### config.mk
export PLATFORM = sky130hd
export DESIGN_NAME = alu_cmd_issuer
export DESIGN_NICKNAME = d
export VERILOG_FILES = /design/src/rtl/alu_cmd_issuer.sv
export SDC_FILE = /design/constraint.sdc
export NUM_CORES = 1
export LEC_CHECK = 0
export ABC_CLOCK_PERIOD_IN_PS = 4500
export BUFFER_PORTS_ARGS = -buffer_cell sky130_fd_sc_hd__buf_2
export CAP_MARGIN = 20
export CORE_MARGIN = 2
export CORE_UTILIZATION = 28
export DETAILED_ROUTE_END_ITERATION = 7
export PLACE_DENSITY = 0.47
export SLEW_MARGIN = 20
export SYNTH_ARGS = -nofsm -noshare
export SYNTH_HDL_FRONTEND = slang
export SYNTH_SLANG_ARGS = --single-unit
export TNS_END_PERCENT = 10
### constraint.sdc
create_clock -name clk -period 4.5 [get_ports clk]
set_input_delay 0.225 -clock clk [delete_from_list [all_inputs] [get_ports clk]]
set_output_delay 0.225 -clock clk [all_outputs]
set_load 0.05 [all_outputs]
### src/rtl/alu_cmd_issuer.sv
// Command front end for the 64-bit combinational ALU: queues commands, holds the
// ALU inputs for SETTLE cycles, captures result/carry and returns them with the tag.
module alu_cmd_issuer #(
  parameter int DEPTH  = 4,
  parameter int SETTLE = 2,
  parameter int TAG_W  = 4
) (
  input  logic                         clk,
  input  logic                         rst,
  input  logic                         cmd_valid,
  output logic                         cmd_ready,
  input  logic [63:0]                  cmd_a,
  input  logic [63:0]                  cmd_b,
  input  logic [3:0]                   cmd_op,
  input  logic [TAG_W-1:0]             cmd_tag,
  output logic [63:0]                  alu_a,
  output logic [63:0]                  alu_b,
  output logic [3:0]                   alu_op,
  input  logic [63:0]                  alu_result,
  input  logic                         alu_carry,
  output logic                         rsp_valid,
  input  logic                         rsp_ready,
  output logic [63:0]                  rsp_result,
  output logic                         rsp_carry,
  output logic                         rsp_err,
  output logic [TAG_W-1:0]             rsp_tag,
  output logic                         busy,
  output logic [$clog2(DEPTH+1)-1:0]   fifo_count
);

  localparam int CNT_W  = $clog2(DEPTH + 1);
  localparam int PTR_W  = $clog2(DEPTH);
  localparam int SCNT_W = (SETTLE > 1) ? $clog2(SETTLE) : 1;
  localparam logic [3:0] OP_DIV = 4'b0011;

  typedef struct packed {
    logic [63:0]      a;
    logic [63:0]      b;
    logic [3:0]       op;
    logic [TAG_W-1:0] tag;
  } cmd_t;

  typedef enum logic [1:0] {IDLE, ISSUE, RESP} state_t;

  cmd_t              r_mem [DEPTH];
  logic [PTR_W-1:0]  r_wr_ptr, r_rd_ptr;
  logic [CNT_W-1:0]  r_count;
  logic [SCNT_W-1:0] r_settle;
  state_t            r_state, w_next_state;

  logic              r_rsp_valid, r_rsp_carry, r_rsp_err;
  logic [63:0]       r_rsp_result, r_alu_a, r_alu_b;
  logic [3:0]        r_alu_op;
  logic [TAG_W-1:0]  r_rsp_tag;

  logic w_push, w_pop, w_load, w_rsp_done, w_not_empty, w_div0;
  cmd_t w_head;

  assign w_not_empty = (r_count != '0);
  assign cmd_ready   = (r_count != CNT_W'(DEPTH));
  assign w_push      = cmd_valid && cmd_ready;
  assign w_head      = r_mem[r_rd_ptr];
  assign w_div0      = (r_alu_op == OP_DIV) && (r_alu_b == '0);

  // NOTE: storage is left unreset; count and pointers alone define what is valid.
  always_ff @(posedge clk) begin
    if (w_push) r_mem[r_wr_ptr] <= '{a: cmd_a, b: cmd_b, op: cmd_op, tag: cmd_tag};
  end

  // NOTE: state uses non-blocking assignments so every register samples pre-edge values.
  always_ff @(posedge clk) begin
    if (rst) r_state <= IDLE;
    else     r_state <= w_next_state;
  end

  always_comb begin
    w_next_state = r_state;
    unique case (r_state)
      IDLE:    if (w_not_empty) w_next_state = ISSUE;
      ISSUE:   if (r_settle == '0) w_next_state = RESP;
      RESP:    if (rsp_ready) w_next_state = w_not_empty ? ISSUE : IDLE;
      default: w_next_state = IDLE;
    endcase
  end

  // NOTE: every output gets a default first so no latch is inferred.
  always_comb begin
    w_load     = 1'b0;
    w_pop      = 1'b0;
    w_rsp_done = 1'b0;
    unique case (r_state)
      IDLE:    w_load = w_not_empty;
      ISSUE:   w_pop  = (r_settle == '0);
      RESP: begin
        w_rsp_done = rsp_ready;
        w_load     = rsp_ready && w_not_empty;
      end
      default: ;
    endcase
  end

  // The head stays queued while in flight; it is popped only when its result is captured.
  always_ff @(posedge clk) begin
    if (rst) begin
      r_wr_ptr     <= '0;
      r_rd_ptr     <= '0;
      r_count      <= '0;
      r_settle     <= '0;
      r_alu_a      <= '0;
      r_alu_b      <= '0;
      r_alu_op     <= '0;
      r_rsp_valid  <= 1'b0;
      r_rsp_result <= '0;
      r_rsp_carry  <= 1'b0;
      r_rsp_err    <= 1'b0;
      r_rsp_tag    <= '0;
    end else begin
      if (w_push) r_wr_ptr <= r_wr_ptr + 1'b1;
      if (w_pop)  r_rd_ptr <= r_rd_ptr + 1'b1;
      if (w_push && !w_pop)      r_count <= r_count + 1'b1;
      else if (!w_push && w_pop) r_count <= r_count - 1'b1;

      if (w_load) begin
        r_alu_a  <= w_head.a;
        r_alu_b  <= w_head.b;
        r_alu_op <= w_head.op;
        r_settle <= SCNT_W'(SETTLE - 1);
      end else if (r_state == ISSUE && r_settle != '0) begin
        r_settle <= r_settle - 1'b1;
      end

      if (w_pop) begin
        r_rsp_valid  <= 1'b1;
        r_rsp_result <= w_div0 ? '1 : alu_result;
        r_rsp_carry  <= w_div0 ? 1'b0 : alu_carry;
        r_rsp_err    <= w_div0;
        r_rsp_tag    <= w_head.tag;
      end else if (w_rsp_done) begin
        r_rsp_valid  <= 1'b0;
      end
    end
  end

  assign alu_a      = r_alu_a;
  assign alu_b      = r_alu_b;
  assign alu_op     = r_alu_op;
  assign rsp_valid  = r_rsp_valid;
  assign rsp_result = r_rsp_result;
  assign rsp_carry  = r_rsp_carry;
  assign rsp_err    = r_rsp_err;
  assign rsp_tag    = r_rsp_tag;
  assign fifo_count = r_count;
  assign busy       = (r_state != IDLE) || w_not_empty;

endmodule

## Word-level counts from Yosys, hierarchy flattened

Memory sizes are Yosys's and may differ from the RTL's. A register that Yosys moved wholly into a read port is not among the register bits.
Index checks and enable logic that the tools add are counted.
W data, S select, Z words.

- Register bits after elaboration: 213
- RAM bits: 544
- Input port bits: 205
- Output and inout bits: 208
- Word-level logic and storage cells: 64
- Memories: 1

Memories:

| memory | depth | bits a word | read ports | clocked after Yosys merged registers in | write ports | line | source |
|---|---|---|---|---|---|---|---|
| r_mem | 4 | 136 | 1 | 1 | 1 | 45 | `cmd_t r_mem [DEPTH];` |

- Add/sub/neg operators: 5
- Equal/unequal tests: 7
- Mux-type cells: 20
- Bitwise operators: 1
- Reduce and logical (&&, ||, !) cells: 17

Operator list:

| cell | count |
|---|---|
| $logic_not A64 Y1 | 1 |
| $mux W64 | 1 |
| $mux W1 | 10 |
| $mux W2 | 5 |
| $reduce_bool A2 Y1 | 4 |
| $logic_and A1 B1 Y1 | 6 |
| $mux W3 | 2 |
| $ne A2 B2 Y1 const B | 3 |
| $pmux W2 S3 | 1 |
| $add A2 B1 Y2 const B | 2 |
| $eq A4 B2 Y1 const B | 1 |
| $add A3 B1 Y3 const B | 1 |
| $ne A3 B3 Y1 const B | 1 |
| $reduce_and A3 Y1 | 1 |
| $reduce_bool A3 Y1 | 1 |
| $sub A3 B1 Y3 const B | 1 |
| $eq A2 B1 Y1 const B | 1 |
| $eq A2 B2 Y1 const B | 1 |
| $logic_not A1 Y1 | 2 |
| $logic_not A2 Y1 | 1 |
| $pmux W1 S2 | 1 |
| $logic_or A1 B1 Y1 | 1 |
| $not A1 Y1 | 1 |
| $sub A1 B1 Y1 const B | 1 |

## Longest topological paths before layout

- Word-level depth: 6
- Depth in mapped cells: 10
- Gate-level depth less buffers: 9

## Least setup slack after synthesis

No wires, ideal clock.

- Path type: register to register
- Start: register r_count[0] (netlist: fifo_count[0])
- End: memory r_mem[0][0] (netlist bit), enable pin
- Setup time: 0.513 ns
- Arrival time: 4.510 ns
- Required time: 3.987 ns
- Path slack: -0.523 ns
- Stages on the path, launching flop included: 4
- Buffers on the path: 0
- Clock period less this slack: 5.023 ns
- Cells stage by stage: dfxtp_1 nor2_1 nand2_1 and3_1

- Longest elaborated chain between the ends: 4

Ends and longest elaborated chain:

| what | line | source |
|---|---|---|
| start: declaration | 47 | `logic [CNT_W-1:0] r_count;` |
| start signal: assignment | 120 | `if (w_push && !w_pop) r_count <= r_count + 1'b1;` |
| start signal: assignment | 121 | `else if (!w_push && w_pop) r_count <= r_count - 1'b1;` |
| $ne A3 B3 Y1 | 60 | `assign cmd_ready = (r_count != CNT_W'(DEPTH));` |
| net cmd_ready | 11 | `output logic cmd_ready,` |
| $logic_and A1 B1 Y1 | 61 | `assign w_push = cmd_valid && cmd_ready;` |
| $mux W1 | 67 | `if (w_push) r_mem[r_wr_ptr] <= '{a: cmd_a, b: cmd_b, op: cmd_op, tag: cmd_tag};` |
| $mux W1 (not written as such) | 67 |  |
| end: declaration | 45 |  |

The timed path passes the listed nets, and every way through them passes these cells.

## Final worst setup path

- Start: register r_alu_b[58] (netlist: alu_b[58])
- End: register r_rsp_result[57] (netlist: rsp_result[57])

- Longest elaborated chain between the ends: 3

Ends and longest elaborated chain:

| what | line | source |
|---|---|---|
| start: declaration | 52 | `logic [63:0] r_rsp_result, r_alu_a, r_alu_b;` |
| start signal: assignment | 125 | `r_alu_b <= w_head.b;` |
| $logic_not A64 Y1 | 63 | `assign w_div0 = (r_alu_op == OP_DIV) && (r_alu_b == '0);` |
| $logic_and A1 B1 Y1 | 63 |  |
| $mux W64 | 134 | `r_rsp_result <= w_div0 ? '1 : alu_result;` |
| end signal: assignment | 134 |  |
| end: declaration | 52 |  |

No other way between the ends.
A chain may end at the register's enable or synchronous reset.

==> metrics.cfg <==
[grt]
grt_max_degree = 127
grt_pass1_wl_um = 111000
grt_pass1_vias = 17454
antenna_found_initial = 13
grt-ovfl-total = 0
grtUsageTotal_pct = 14.7

[die]
placementRows = 115
die-area_um2 = 101000
pin_count = 413
dieHeight_um = 318
die_x_um = 318
coreArea_um2 = 98000
start_util_pct = 28.2

[clocking]
root_buffer = clkbuf_16
post_cts_buffers = 0
clk_latency_ns = 0.66
cts_buffers = 88
tritoncts = built
path_clk_slew_ns = 0.06
htreeDepth = 3
cts_buffer_depth = 3
cts_sinks = 759

[synth]
ys_warn_count = 0
syn_area_um2 = 27600
synth_edf_count = 544
synth_seq_area_share_pct = 74.8
avgSynthCellArea_um2 = 17.1
synthArstFlopShare_pct = 0
ys.flop_type = edfxtp_1
synth-seq-cells = 759
ys_types = 34
synthCells = 1617
synth_fp_nets = 1828

[power]
p_per_area_nw_per_um2 = 680
p_leak_nw = 12.9
ir_worst_vdd_uv = 329

[critical_path]
worstPathRequired_ns = 5.05
crit_buf_inv = 2
slowest_stage = nor4_1
path_max_fanout = 65
critPathTopFamily = simple AND/OR/NAND/NOR gates
slowest_delay_ns = 0.82
cp-end-kind = flop
crit_arrival_ns = 3.39
cp_cell_sequence = nor4_1, nand4_1, nor4_1, buf_4, nand2_4, buf_4, o21ai_0
critPathLaunchType = flop
crit_type = reg -> reg

[cells_and_area]
fin_nets = 2462
syn2layout_area_growth_pct = 31.4
drive_gt1_share_pct = 33.4
fin_util_pct = 37.0
fin_cells = 3619
fin_area_um2 = 36200
regArea_um2 = 20600
nFillCells = 9227
multi_input_area_um2 = 6480

[sta]
fin_crit_ns = 2.84
setup_tns_ns = 0
rsz0062_at_grt = no
setup_viol = 0
slew_viol_final = 0
fin_skew_ns = 0.0292
hold_viol = 0
min_period_over_period_pct = 63.1
fmax_ghz = 0.352
max_slew_margin_pct = 36.3
tightest_slew_ns = 0.947

[drt]
drtAntennaViolNets = 0
wl_per_cell_um = 20.7
avgViaCountPerCell = 4.48
drc = 0
wirelength_um = 74800
vias = 16221
drtIter0Drc = 681
firstDrtPassIters = 4

[status]
outcome = finished, final reports clean

[min_path]
hp-class = in -> reg

[placed_design]
dp_cells = 3246
placed_cell_area_um2 = 31200
place_hpwl_um = 43400
globalplace.congestion = 0.739
io_buffer_count = 412

[flow_run]
drv_cap = 0

[layout make-up]
class | instances | share of cell area (%)
Timing Repair Buffer | 642 | 12.4
Tap cell | 1287 | 4.44
Sequential cell | 759 | 57.0
Clock inverter | 35 | 1.22
Multi-Input combinational cell | 755 | 17.9
Clock buffer | 129 | 7.03
Antenna cell | 7 | 0.0483
Inverter | 5 | 0.0518
[per-layer routing]
metal | track usage [%] | up-vias | part of all wire, %
met4 | 3.87 | 12 | 2.1
li1 | - | 7476 | -
met1 | 17.9 | 8202 | 43
met2 | 24.8 | 416 | 48
met3 | 4.90 | 115 | 6.8
met5 | 0 | - | 0.096
[kinds of logic (layout without fill, tap and decap cells)]
logic type / count (synthesis) / count (layout) / synth area share (%)
mux: 202 / 202 / 13.5
other cells: 0 / 7 / 0
buf+inv: 103 / 811 / 1.83
fa+ha+maj: 6 / 6 / 0.299
compound gates: 208 / 208 / 4.45
xor+xnor: 5 / 5 / 0.159
simple gates: 334 / 334 / 4.95
flops: 759 / 759 / 74.8
[worst reg2reg max path, cell delays in order (launching register included)]
cell and delay, ns:
dfxtp_1 0.33, nor4_1 0.82, nand4_1 0.33, nor4_1 0.40, buf_4 0.19, nand2_4 0.04, buf_4 0.39, o21ai_0 0.24
[Yosys cell counts (2+ instances only)]
cell type / count / area share [%]
edfxtp_1: 544 / 59
nand2_1: 280 / 3.8
dfxtp_1: 215 / 16
a21oi_1: 143 / 2.6
mux4_2: 136 / 11
mux2i_1: 66 / 2.4
o21ai_2: 50 / 1.6
clkbuf_1: 41 / 0.56
buf_2: 35 / 0.63
nor4_1: 17 / 0.39
o21ai_0: 15 / 0.27
nor2_1: 14 / 0.19
buf_4: 10 / 0.27
buf_1: 7 / 0.095
buf_6: 5 / 0.20
ha_1: 5 / 0.23
and3_1: 4 / 0.091
inv_1: 4 / 0.054
nand2b_1: 3 / 0.068
nand4_1: 3 / 0.068
xor2_1: 3 / 0.095
nor3_1: 2 / 0.036
nor3b_1: 2 / 0.054
or3_1: 2 / 0.045
xnor2_1: 2 / 0.064
[placed cells by master, fill, tap and decap left out, types with 7 or more instances in the layout]
master         count
clkinv_2          12
o21ai_0           15
dlygate4sd3_1    202
buf_12            14
a21oi_1          143
o21ai_2           50
buf_2            411
bufinv_16          8
mux4_2           136
edfxtp_1         544
nor4_1            17
dfxtp_1          213
clkbuf_1          23
nand2_1          279
clkbuf_8          17
buf_4             14
mux2i_1           66
nor2_1            14
clkbuf_16         89
diode_2            7
[what timing repair did]
item	CTS	global route
endpoints found under the hold margin	611	0
hold buffers	202	0
resized for setup	0	0
setup endpoints to repair	0	0
[state kept, by name, summed over array words and instances, names as in the netlist, named ones only]
| signal | cells |
|---|---|
| r_mem | 544 |
| rsp_valid | 1 |
| rsp_err | 1 |
| alu_op | 4 |
| alu_a | 64 |
| r_settle | 1 |
| rsp_result | 64 |
| r_rd_ptr | 2 |
| r_wr_ptr | 2 |
| alu_b | 64 |
| r_state | 2 |
| fifo_count | 3 |
| rsp_carry | 1 |
| rsp_tag | 4 |
[report_power, final]
group / switching, mW / internal, mW / leakage [nW]
registers: 0.729 / 8.79 / 6.75
logic: 5.53 / 2.36 / 4.74
clock network: 2.86 / 4.40 / 1.46
[stage by stage]
step / total power, mW / setup slack (ns) / hold slack (ns)
finish: 24.7 / 1.66 / 0.0858
global route: 25.9 / 1.55 / 0.0897
CTS: 25.2 / 1.54 / 0.0419
detailed placement: 17.7 / 1.58 / 0.432
global placement: 17.6 / 1.59 / 0.429
floorplan: 15.0 / -0.523 / 0.324
[final timing paths]
path	slack, ns	from	end	depth (start not counted)
hold / removal	0.09	rst	rsp_result[18]	2
setup reg to reg	1.66	alu_b[58]	rsp_result[57]	7
setup / recovery	1.66	alu_b[58]	rsp_result[57]	7
hold reg to reg	0.44	rsp_err	rsp_err	2
No activity file was read; power rests on OpenSTA's default activity.
